<file path="src/rtl/tna_pkg.sv">
// Shared definitions for the ternary neuron accumulate-and-threshold stage.
//
// Contents:
//   ACT_POS / ACT_NEG / ACT_ZERO : two-bit ternary activation codes
//   PC11_MAX                     : largest count an exact popcount11 can produce
//   tna_state_e                  : frame controller states
package tna_pkg;

    localparam logic [1:0] ACT_POS  = 2'b01;
    localparam logic [1:0] ACT_NEG  = 2'b11;
    localparam logic [1:0] ACT_ZERO = 2'b00;

    localparam int PC11_MAX = 11;

    typedef enum logic {
        ACC  = 1'b0,
        HOLD = 1'b1
    } tna_state_e;

endpackage

</file>
<file path="src/rtl/tna_thresh_cmp.sv">
// Ternary threshold comparator: maps a signed frame total onto a ternary
// activation. A total equal to either threshold maps to zero.
//
// Ports:
//   acc_next : in  signed [ACC_W-1:0]  frame total being classified
//   thr_hi   : in  signed [ACC_W-1:0]  upper threshold (total above -> +1)
//   thr_lo   : in  signed [ACC_W-1:0]  lower threshold (total below -> -1)
//   act      : out [1:0]               ACT_POS / ACT_NEG / ACT_ZERO
module tna_thresh_cmp
    import tna_pkg::*;
#(
    parameter int ACC_W = 8
) (
    input  logic signed [ACC_W-1:0] acc_next,
    input  logic signed [ACC_W-1:0] thr_hi,
    input  logic signed [ACC_W-1:0] thr_lo,
    output logic        [1:0]       act
);

    always_comb begin
        act = ACT_ZERO;
        if (acc_next > thr_hi) begin
            act = ACT_POS;
        end else if (acc_next < thr_lo) begin
            act = ACT_NEG;
        end
    end

endmodule

</file>
<file path="src/rtl/ternary_neuron_acc.sv">
// Accumulate-and-threshold stage behind a pair of popcount11 units.
// Each accepted beat adds (pos_cnt - neg_cnt) to a signed frame total; the
// final beat of a frame (in_last, or the MAX_CHUNKS-th beat) classifies the
// total against thr_hi/thr_lo and presents one ternary activation on a
// valid/ready output until the consumer takes it.
//
// Optional build macro: TNA_CHK_EN enables the sticky err flag (out-of-range
// popcounts, or a frame closed without in_last). Without it err is 0.
//
// Ports:
//   clk        : in   clock, rising edge
//   rst_n      : in   synchronous active-low reset
//   in_valid   : in   beat valid
//   in_ready   : out  beat can be accepted (high in ACC)
//   in_last    : in   final beat of the frame
//   pos_cnt    : in   [CNT_W-1:0] popcount of +1-weighted inputs
//   neg_cnt    : in   [CNT_W-1:0] popcount of -1-weighted inputs
//   thr_hi     : in   signed [ACC_W-1:0] upper threshold
//   thr_lo     : in   signed [ACC_W-1:0] lower threshold
//   out_valid  : out  result valid (high in HOLD)
//   out_ready  : in   consumer accepts result
//   act        : out  [1:0] 01 = +1, 11 = -1, 00 = 0
//   sum        : out  signed [ACC_W-1:0] frame total of last result
//   err        : out  sticky error flag
//
// States:
//   state | meaning
//   ------+---------------------------------------------------------------
//   ACC   | accepting beats, accumulating the current frame
//   HOLD  | result presented on act/sum, waiting for out_ready
module ternary_neuron_acc
    import tna_pkg::*;
#(
    parameter  int CNT_W      = 4,
    parameter  int MAX_CHUNKS = 8,
    localparam int ACC_W      = $clog2(MAX_CHUNKS * (2**CNT_W - 1) + 1) + 1
) (
    input  logic                    clk,
    input  logic                    rst_n,
    input  logic                    in_valid,
    output logic                    in_ready,
    input  logic                    in_last,
    input  logic        [CNT_W-1:0] pos_cnt,
    input  logic        [CNT_W-1:0] neg_cnt,
    input  logic signed [ACC_W-1:0] thr_hi,
    input  logic signed [ACC_W-1:0] thr_lo,
    output logic                    out_valid,
    input  logic                    out_ready,
    output logic        [1:0]       act,
    output logic signed [ACC_W-1:0] sum,
    output logic                    err
);

    localparam int               IDX_W    = (MAX_CHUNKS > 1) ? $clog2(MAX_CHUNKS) : 1;
    localparam logic [IDX_W-1:0] IDX_LAST = IDX_W'(MAX_CHUNKS - 1);

    tna_state_e state_q, state_d;

    logic signed [ACC_W-1:0] acc_q, acc_d;
    logic signed [ACC_W-1:0] acc_next;
    logic signed [ACC_W-1:0] pos_ext, neg_ext;
    logic signed [ACC_W-1:0] sum_q, sum_d;
    logic        [IDX_W-1:0] idx_q, idx_d;
    logic        [1:0]       act_q, act_d, act_cmp;
    logic                    accept;
    logic                    at_limit;
    logic                    final_beat;

    // Both handshake outputs decode straight from the state register, so
    // neither has a combinational path from the opposite side's handshake.
    assign in_ready  = (state_q == ACC);
    assign out_valid = (state_q == HOLD);

    assign accept     = in_valid & in_ready;
    assign at_limit   = (idx_q == IDX_LAST);
    assign final_beat = accept & (in_last | at_limit);

    // Counts are unsigned: zero-extend before the signed add/subtract.
    assign pos_ext  = {{(ACC_W-CNT_W){1'b0}}, pos_cnt};
    assign neg_ext  = {{(ACC_W-CNT_W){1'b0}}, neg_cnt};
    assign acc_next = acc_q + pos_ext - neg_ext;

    tna_thresh_cmp #(
        .ACC_W (ACC_W)
    ) u_thresh_cmp (
        .acc_next (acc_next),
        .thr_hi   (thr_hi),
        .thr_lo   (thr_lo),
        .act      (act_cmp)
    );

    always_comb begin
        state_d = state_q;
        acc_d   = acc_q;
        idx_d   = idx_q;
        sum_d   = sum_q;
        act_d   = act_q;
        unique case (state_q)
            ACC: begin
                if (final_beat) begin
                    acc_d   = '0;
                    idx_d   = '0;
                    sum_d   = acc_next;
                    act_d   = act_cmp;
                    state_d = HOLD;
                end else if (accept) begin
                    acc_d = acc_next;
                    idx_d = idx_q + IDX_W'(1);
                end
            end
            HOLD: begin
                if (out_ready) begin
                    state_d = ACC;
                end
            end
            default: begin
                state_d = ACC;
            end
        endcase
    end

    always_ff @(posedge clk) begin
        if (!rst_n) begin
            state_q <= ACC;
            acc_q   <= '0;
            idx_q   <= '0;
            sum_q   <= '0;
            act_q   <= ACT_ZERO;
        end else begin
            state_q <= state_d;
            acc_q   <= acc_d;
            idx_q   <= idx_d;
            sum_q   <= sum_d;
            act_q   <= act_d;
        end
    end

    assign act = act_q;
    assign sum = sum_q;

`ifdef TNA_CHK_EN
    logic err_q;
    logic range_bad;
    logic forced_last;

    // Approximate popcounts may exceed the exact 0..11 range; still summed.
    assign range_bad   = (pos_cnt > CNT_W'(PC11_MAX)) | (neg_cnt > CNT_W'(PC11_MAX));
    assign forced_last = at_limit & ~in_last;

    always_ff @(posedge clk) begin
        if (!rst_n) begin
            err_q <= 1'b0;
        end else if (accept & (range_bad | forced_last)) begin
            err_q <= 1'b1;
        end
    end

    assign err = err_q;
`else
    assign err = 1'b0;
`endif

endmodule

</file>
<file path="config.mk">
export PLATFORM = sky130hd
export DESIGN_NAME = ternary_neuron_acc
export DESIGN_NICKNAME = d
export VERILOG_FILES = /design/src/rtl/tna_pkg.sv /design/src/rtl/tna_thresh_cmp.sv /design/src/rtl/ternary_neuron_acc.sv
export SDC_FILE = /design/constraint.sdc
export NUM_CORES = 1
export LEC_CHECK = 0
export BUFFER_PORTS_ARGS = -buffer_cell sky130_fd_sc_hd__buf_4
export CELL_PAD_IN_SITES_DETAIL_PLACEMENT = 0
export CELL_PAD_IN_SITES_GLOBAL_PLACEMENT = 2
export CORE_MARGIN = 2
export CORE_UTILIZATION = 33
export CTS_CLUSTER_DIAMETER = 60
export CTS_CLUSTER_SIZE = 16
export DETAILED_ROUTE_END_ITERATION = 10
export PLACE_DENSITY = 0.82
export SYNTH_ARGS = -nofsm -noshare
export SYNTH_HDL_FRONTEND = slang
export SYNTH_SLANG_ARGS = --single-unit
</file>
<file path="constraint.sdc">
create_clock -name clk -period 11.04 [get_ports clk]
set_clock_uncertainty 0.05 [all_clocks]
set_input_delay 1.104 -clock clk [delete_from_list [all_inputs] [get_ports clk]]
set_output_delay 1.104 -clock clk [all_outputs]
set_load 0.005 [all_outputs]
</file>
==> results.cfg, run 1 <==
[outcome]
status = finished clean

[worst_hold_path]
min_path_type = reg2reg

[clocking]
cts.root.buffer_cell = clkbuf_8
cts_resized = 0
cts_setup_buffers = 0
postCtsHoldBufs = 0
cts_made_buffers = 3
cts.path.max_buffers = 2
path_clk_slew_ns = 0.07
clkLatencyLatePin_ns = 0.26
cts_max_level = 1
cts_sinks = 22
tritoncts = yes

[finish]
syn_to_final_growth_pct = 24.24
fin_area_um2 = 2155
diodes = 0
drive_above_1_share_pct = 21.91
nFillCells = 548
final_cells = 321
nNetsFinal = 310

[logic_synthesis]
ys_seq_area_share_pct = 25.40
synth_nets = 271
synthFlopType = dfxtp_1
synth_edf_count = 0
syn_avg_cell_area_um2 = 8.142
yosysWarnings = 0
async_flop_share_pct = 0
netlist-cell-type-count = 53
syn_inst = 213
ys_seq_elements = 22
syn-cell-area_um2 = 1734

[route]
drc = 0
viasPerCell = 4.682
post_drt_wl_per_cell_um = 12.32
drt_iter0_markers = 45
ant_nets = 0
via_count = 1503
first_pass_iters = 4
routed_wirelength_um = 3955

[power_and_ir_drop]
pwr-share-comb_pct = 52.7
irDropWorstVdd_mv = 0.09435
leakagePower_nw = 1.063
pwr_density_cell_nw_per_um2 = 144.5
p_switching_mw = 0.1200
p_int_mw = 0.1912
clockPowerShare_pct = 18.0
p_sw_share_pct = 38.57
power_frac_seq_pct = 29.3
power_mw = 0.3113

[place]
port_buffers = 40
dp.cells = 317
place.gp.congestion = 0.7446
place_area_um2 = 2100
hpwlAfterDp_um = 3165

[sta]
maxSlewHeadroom_pct = 64.00
slew_violations = 0
fin_crit_sh_pct = 41.27
final.min_clock_period_ns = 4.556
hold_viol_final = 0
tns_ns = 0
tightest_slew_ns = 0.5367
rsz0062_at_grt = false
holdWs_ns = 0.4142
max_freq_mhz = 219.5
setup-violations-final = 0

[global_routing]
overflow = 0
grt_pass1_wl_um = 7003
grt_usage_pct = 14.68
grt_pass1_vias = 1450
grt_max_degree = 19
antenna_found_initial = 0

[floorplan]
dieArea_um2 = 5851
die_w_um = 76.49
core_um2 = 5075
row_count = 26
io_pins = 42
die_y_um = 76.49
start_util_pct = 34.17

[worst_setup_path]
critPathMaxStageDelay_ns = 0.55
cp-start-kind = input pin
crit_arrival_ns = 4.66
cp_common_cell = inv_1
cp_top_family = adder cells
crit_slowest_cell = fa_1
cp_max_fo = 5
cp-end-kind = flip-flop
crit_chain = buf_4 > inv_1 > fa_1 > inv_1 > ha_1 > a21o_1 > a22o_4 > mux2i_4 > and3_1 > or2_1 > ha_1 > inv_1 > or3_1 > a2111oi_2 > a2bb2oi_1 > o221a_1
critPathRequiredTime_ns = 11.14
critPathKind = in2reg
crit_buf_inv = 4

[flow_run]
cap_viol_max_count = 0
==> worst paths after layout <==
kind / from / to / slack [ns] / depth (start not counted)
setup / recovery: pos_cnt[3] / act[0] / 6.48 / 16
hold reg to reg: sum[0] / sum[0] / 0.41 / 2
hold / removal: sum[0] / sum[0] / 0.41 / 2
setup reg to reg: acc_q[3] / act[0] / 7.11 / 15
==> synth_stat cells (2+ instances only) <==
library cell  count  area (um^2)
inv_1            38        142.6
o21ai_0           4        20.02
a21oi_1          13        65.06
and3_1            2        12.51
a22oi_1           8        60.06
nor3_1            3        15.01
clkbuf_1          5        18.77
ha_1             25        312.8
dfxtp_1          22        440.4
a21o_1            5        37.54
or2_1             2        12.51
nand2_1          15        56.30
nand2b_1          2        12.51
nand3_1           3        15.01
fa_1              4        80.08
nor2_1           20        75.07
xor2_1            2        17.52
nor2b_1           3        18.77
nand4_1           3        18.77
==> metrics by stage <==
step           setup slack [ns]  utilization, %
2_1_floorplan             6.483               -
3_3_place_gp              6.279           41.37
3_5_place_dp              6.198           41.37
4_1_cts                   6.472           42.46
5_1_grt                   6.335           42.46
6_report                  6.484           42.46
==> sequential cells by signal (all words and copies together) (netlist names) <==
register	flops
acc_q	8
act	2
idx_q	3
out_valid	1
sum	8
==> logic make-up after synthesis <==
family | Yosys count | synth area share (%)
AND/OR/NAND/NOR | 59 | 16.81
AO/OA/AOI/OAI | 50 | 21.14
buffers and inverters | 47 | 10.39
adder cells (fa/ha/maj) | 29 | 22.66
flip-flops | 22 | 25.40
XOR/XNOR | 3 | 1.515
multiplexers | 2 | 1.876
other | 1 | 0.2162
==> worst register-to-register path: stages, from the launching register on <==
cell and delay, ns:
dfxtp_1 0.34, inv_1 0.06, fa_1 0.50, inv_1 0.05, ha_1 0.35, a21o_1 0.19, a22o_4 0.27, mux2i_4 0.20
and3_1 0.19, or2_1 0.25, ha_1 0.31, inv_1 0.05, or3_1 0.31, a2111oi_2 0.38, a2bb2oi_1 0.11, o221a_1 0.23
==> metal layers <==
metal / wire (um) / track usage [%] / vias up
met4: 17 / 2.182 / 0
met2: 1829 / 23.89 / 38
met1: 1901 / 20.26 / 664
li1: - / - / 799
met5: 0 / 0 / -
met3: 206 / 3.318 / 2
==> power groups by stage <==
stage	registers [mW]	logic, mW	clock network, mW
global placement	0.0931	0.166	0
detailed placement	0.0931	0.165	0
floorplan	0.0923	0.117	0
finish	0.0911	0.164	0.0560
CTS	0.0912	0.166	0.0591
global route	0.0922	0.189	0.0631
==> area by class of cell <==
type / count / area, um^2 / area share, %
tap: 70 / 87.58 / 4.065
clock buffer: 4 / 55.05 / 2.555
inverter: 40 / 150.1 / 6.969
sequential: 22 / 440.4 / 20.44
timing repair buffer: 41 / 307.8 / 14.29
multi-input combinational: 144 / 1114 / 51.68
==> cells in the final DEF, fill, tap and decap left out, types with 5 or more instances in the layout <==
cell type  netlist  layout
buf_4            1      41
inv_1           38      38
ha_1            25      25
dfxtp_1         22      22
nor2_1          20      20
nand2_1         15      15
a21oi_1         13      13
a22oi_1          8       8
a21o_1           5       5
(Power assumes the default switching activity.)
==> run 2, diff against run 1 <==
- ABC_AREA: not set -> 1
- CORE_UTILIZATION: 33 -> 29
- PLACE_DENSITY: 0.82 -> 0.76
- clock period: 11.04 -> 4.75 ns (I/O delays scaled with it)
==> results.cfg, run 2 <==
[route]
first_pass_iters = 4
viasPerCell = 4.227
via_count = 1530
routed_wirelength_um = 3864
ant_nets = 0
drt_iter0_markers = 47
drc = 0
post_drt_wl_per_cell_um = 10.67

[sta]
rsz0062_at_grt = false
final.min_clock_period_ns = 3.141
maxSlewHeadroom_pct = 61.50
tightest_slew_ns = 0.5740
setup-violations-final = 0
max_freq_mhz = 318.4
slew_violations = 0
hold_viol_final = 0
tns_ns = 0
fin_ws_ns = 1.609
fin_crit_sh_pct = 66.12

[power_and_ir_drop]
pwr_density_cell_nw_per_um2 = 353.5
irDropWorstVdd_mv = 0.1273
p_sw_share_pct = 41.79
pwr-share-comb_pct = 54.2
clockPowerShare_pct = 17.9
power_frac_seq_pct = 27.9
power_mw = 0.7691
leakagePower_nw = 1.192
p_switching_mw = 0.3214
p_int_mw = 0.4477

[finish]
ff_latch_area_um2 = 440.4
multi_input_area_um2 = 1072
final_cell_mix = inv_1, nand2_1, buf_4, ha_1, nor2_1
syn_to_final_growth_pct = 24.21
fin_util_pct = 36.97
final_common_cell = inv_1
nNetsFinal = 346
drive_above_1_share_pct = 21.25
nFillCells = 666
fin_area_um2 = 2176
diodes = 0

[worst_setup_path]
cp_top_family = adder cells
reg2reg_from = acc_q[1]
critPathRequiredTime_ns = 4.89
r2r_cells = 16
cp_max_fo = 4
critPathMaxStageDelay_ns = 0.54
crit_buf_inv = 3
cp-end-kind = flip-flop
critPathKind = in2reg
crit_chain = buf_4 > inv_1 > fa_1 > inv_1 > fa_1 > nand3_1 > nand3_2 > a31oi_2 > xor2_2 > ha_1 > nand2_1 > nor2_1 > nor2_1 > nand3_1 > nand3_1 > nand3_1 > a21oi_1
cp.depth = 17
crit_arrival_ns = 3.28
cp-startpoint = pos_cnt[1]
crit_slowest_cell = fa_1
cp-start-kind = input pin
cp_common_cell = nand3_1

[clocking]
cts_resized = 0
cts.root.buffer_cell = clkbuf_8
cts_max_level = 1
cts.path.max_buffers = 2
cts_setup_buffers = 0
cts_made_buffers = 3
clkLatencyLatePin_ns = 0.26
cts_sinks = 22
postCtsHoldBufs = 0
tritoncts = yes
path_clk_slew_ns = 0.09

[floorplan]
die_y_um = 81.72
start_util_pct = 29.76
row_count = 28
core_um2 = 5886
dieArea_um2 = 6678
die_w_um = 81.72
io_pins = 42

[global_routing]
grt_pass1_wl_um = 6437
grt_max_degree = 19
antenna_found_initial = 0
overflow = 0
grt_usage_pct = 12.55
grt_pass1_vias = 1379

[logic_synthesis]
synth_edf_count = 0
netlist-cell-type-count = 31
synth_top_area_share_pct = 25.14
ys_seq_elements = 22
netlist_top_cells_count = inv_1, nand2_1, ha_1, nor2_1, dfxtp_1
ys_seq_area_share_pct = 25.14
synthFlopType = dfxtp_1
syn_inst = 248
yosysWarnings = 0
yosysTopAreaCell = dfxtp_1
async_flop_share_pct = 0
yosysMostFrequentCell = inv_1
syn_avg_cell_area_um2 = 7.063
synth_area_leaders = dfxtp_1, ha_1, inv_1
syn-cell-area_um2 = 1752
synth_nets = 306

[worst_hold_path]
whs_path_depth = 3
min_path_type = in2reg
worstHoldStart = rst_n

[place]
place.gp.congestion = 0.7603
pre_cts_slack_ns = 1.285
port_buffers = 40
place_area_um2 = 2121
hpwlAfterDp_um = 3113

[outcome]
status = finished clean

[flow_run]
cap_viol_max_count = 0
==> run 2: changes by cell type in the layout (fill, tap and decap cells not counted), sizes merged, moves of 3 or more <==
cell | previous run | this run
nand2 | 15 | 56
inv | 39 | 56
a22oi | 8 | 0
nand3 | 3 | 10
a21o | 6 | 0
a21oi | 14 | 19
nor2 | 20 | 25
o21ai | 5 | 9
xor2 | 2 | 6
and3 | 3 | 0
nand2b | 3 | 0
nor2b | 3 | 0
nor3 | 3 | 0
==> run 2: worst paths after layout <==
kind | endpoint | slack (ns)
setup / recovery | act[1] | 1.61
hold / removal | act[0] | 0.39
setup reg to reg | act[1] | 1.61
hold reg to reg | acc_q[1] | 0.42
==> run 2: metal layers <==
metal  GRT usage [%]  wire, um  vias up  part of all wire [%]
met5               0         0        -                     0
met1           18.10      1977      656                    51
met3           3.297       229        2                   5.9
met2           19.27      1649       30                    43
li1                -         -      842                     -
met4           1.500         8        0                  0.21
==> run 2: logic make-up after synthesis <==
family | count (synthesis) | share of synthesized area, %
AO/OA/AOI/OAI | 33 | 11.86
XOR/XNOR | 6 | 3.857
adder cells (fa/ha/maj) | 29 | 22.43
buffers and inverters | 62 | 13.64
flip-flops | 22 | 25.14
other | 1 | 0.2141
AND/OR/NAND/NOR | 95 | 22.86
==> run 2: power groups by stage <==
stage          Combinational (mW)  Clock, mW  Sequential (mW)
3_3_place_gp                0.424          0            0.219
6_report                    0.417      0.138            0.215
3_5_place_dp                0.424          0            0.219
4_1_cts                     0.427      0.144            0.215
5_1_grt                     0.489      0.154            0.217
2_1_floorplan               0.310          0            0.217
==> run 2: layout make-up <==
cell class	count	share of cell area (%)
clock buffer	4	2.530
multi-input combinational	164	49.28
sequential	22	20.24
inverter	57	9.833
tap	75	4.313
timing repair buffer	40	13.80
==> run 2: through the flow <==
stage          hold WS, ns  cells
2_1_floorplan       0.3925    248
3_3_place_gp        0.4069    358
3_5_place_dp        0.4126    358
4_1_cts             0.3791    362
5_1_grt             0.3786    362
6_report            0.3874    362
==> run 2: worst register-to-register path, delay by kind of cell (launching register included) <==
kind            cells  cell delay, ns
simple gates        8            0.73
xor+xnor            1            0.28
buf+inv             2            0.12
flops               1            0.33
fa+ha+maj           3            1.23
compound gates      2            0.33
==> run 3, diff against run 2 <==
- ABC_AREA: 1 -> 0
- CORE_UTILIZATION: 29 -> 31
- PLACE_DENSITY: 0.76 -> 0.77
- clock period: 4.75 -> 3 ns (I/O delays scaled with it)
==> results.cfg, run 3 (synthesized netlist as in run 1, its figures left out) <==
[outcome]
status = finished, violations left
violations = setup timing

[route]
post_drt_wl_per_cell_um = 12.42
via_count = 1642
first_pass_iters = 4
drt_iter0_markers = 65
viasPerCell = 4.499
drc = 0
routed_wirelength_um = 4533
ant_nets = 0

[global_routing]
overflow = 0
grt_max_degree = 19
grt_util_met2_pct = 26.58
busiest_layer = met2
grt_pass1_wl_um = 7645
grtUsageMet3_pct = 2.500
grt_pass1_vias = 1563
grt_usage_pct = 15.65
met1_usage_pct = 21.38
antenna_found_initial = 0

[sta]
slew_violations = 0
holdWs_ns = 0.2425
max_freq_mhz = 281.4
tightest_slew_ns = 0.5880
setup-violations-final = 2
hold_viol_final = 0
rsz0062_at_grt = true
fin_crit_sh_pct = 118.4
tns_ns = -1.093
final.min_clock_period_ns = 3.553
maxSlewHeadroom_pct = 60.56
fin_ws_ns = -0.5532

[power_and_ir_drop]
p_switching_mw = 0.5282
pwr_density_cell_nw_per_um2 = 568.8
p_int_mw = 0.9329
pwr-share-comb_pct = 61.9
irDropWorstVdd_mv = 0.2460
clockPowerShare_pct = 15.3
power_frac_seq_pct = 22.8
leakagePower_nw = 1.267
p_sw_share_pct = 36.15
power_mw = 1.461

[worst_setup_path]
cp-end-kind = flip-flop
critPathKind = reg2reg
crit_arrival_ns = 3.67
cp-start-kind = flip-flop
cp_top_family = adder cells
crit_chain = inv_2 > fa_1 > inv_2 > ha_4 > a21o_1 > a22o_4 > mux2i_4 > and3_4 > or2_4 > ha_4 > inv_2 > or3_4 > a2111oi_4 > a2bb2oi_2 > o221a_1
crit_slowest_cell = fa_1
critPathRequiredTime_ns = 3.11
cp_max_fo = 3
crit_buf_inv = 3
cp_common_cell = inv_2
critPathMaxStageDelay_ns = 0.50

[floorplan]
io_pins = 42
die_y_um = 78.80
row_count = 27
die_w_um = 78.80
start_util_pct = 31.88
core_um2 = 5439
dieArea_um2 = 6209

[finish]
final_cell_mix = buf_4, inv_1, ha_1, nor2_1, dfxtp_1
syn_to_final_growth_pct = 48.12
final_common_cell = buf_4
diodes = 0
drive_above_1_share_pct = 39.25
nFillCells = 538
nNetsFinal = 352

[worst_hold_path]
min_path_type = in2reg

[clocking]
cts.path.max_buffers = 2
postCtsHoldBufs = 0
cts_made_buffers = 3
path_clk_slew_ns = 0.09
cts.root.buffer_cell = clkbuf_8
cts_max_level = 1
tritoncts = yes
clkLatencyLatePin_ns = 0.26
cts_sinks = 22

[place]
place.gp.congestion = 0.8019
port_buffers = 40
hpwlAfterDp_um = 3688

[flow_run]
cap_viol_max_count = 0
[run 3: changes by cell type in the layout (fill, tap and decap cells not counted), sizes merged, moves of 5 or more]
cell,previous run,this run
buf,40,83
nand2,56,15
inv,56,39
a22oi,0,8
nand3,10,3
a21o,0,6
a21oi,19,14
nor2,25,20
[run 3: per-layer routing]
metal / routed length, um / share of wire (%)
met1: 2211 / 49
met2: 2152 / 47
met3: 159 / 3.5
met4: 10 / 0.22
met5: 0 / 0
[run 3: path summary, 6_finish.rpt]
| path | startpoint | endpoint | slack, ns | cells past startpoint |
|---|---|---|---|---|
| worst max register to register | acc_q[1] | act[0] | -0.55 | 15 |
| worst min-delay path | out_ready | out_valid | 0.24 | 3 |
| worst max-delay path | acc_q[1] | act[0] | -0.55 | 15 |
| worst min register to register | sum[1] | sum[1] | 0.41 | 2 |
[run 3: layout make-up]
class / instances / area [um^2] / area share (%)
flip-flops and latches: 22 / 442.9 / 17.24
inverters: 40 / 150.1 / 5.845
well taps: 72 / 90.09 / 3.507
clock buffers: 4 / 55.05 / 2.143
repair buffers: 83 / 623.1 / 24.26
multi-input cells: 144 / 1207 / 47.00
[run 3: power groups by stage]
stage | Sequential [mW] | Clock (mW) | Combinational, mW
3_3_place_gp | 0.339 | 0 | 0.828
2_1_floorplan | 0.340 | 0 | 0.452
3_5_place_dp | 0.340 | 0 | 0.834
4_1_cts | 0.334 | 0.237 | 0.883
6_report | 0.334 | 0.223 | 0.904
5_1_grt | 0.337 | 0.246 | 1.02
[run 3: tightest hold or removal path, delay by kind of cell]
family                 cells  cell delay (ns)
AOI/OAI and AO/OA          1             0.06
buffers and inverters      1             0.07
and+or+nand+nor            1             0.08
[run 3: timing repair]
action | in CTS | in global routing
setup endpoints to repair | 2 | 2
buffers inserted | 2 | 1
gates resized for setup | 8 | 5
pin swaps | 4 | 0
[run 3: per-stage QoR]
step / utilization, % / cell area, um^2 / setup WS (ns) / cells
after global placement: 44.79 / 2436 / -0.7158 / 358
after global routing: 47.23 / 2569 / -0.7289 / 365
after floorplan: - / 1775 / -0.5281 / 213
final: 47.23 / 2569 / -0.5532 / 365
after CTS: 46.61 / 2535 / -0.5924 / 364
after detailed placement: 44.79 / 2436 / -0.7669 / 358
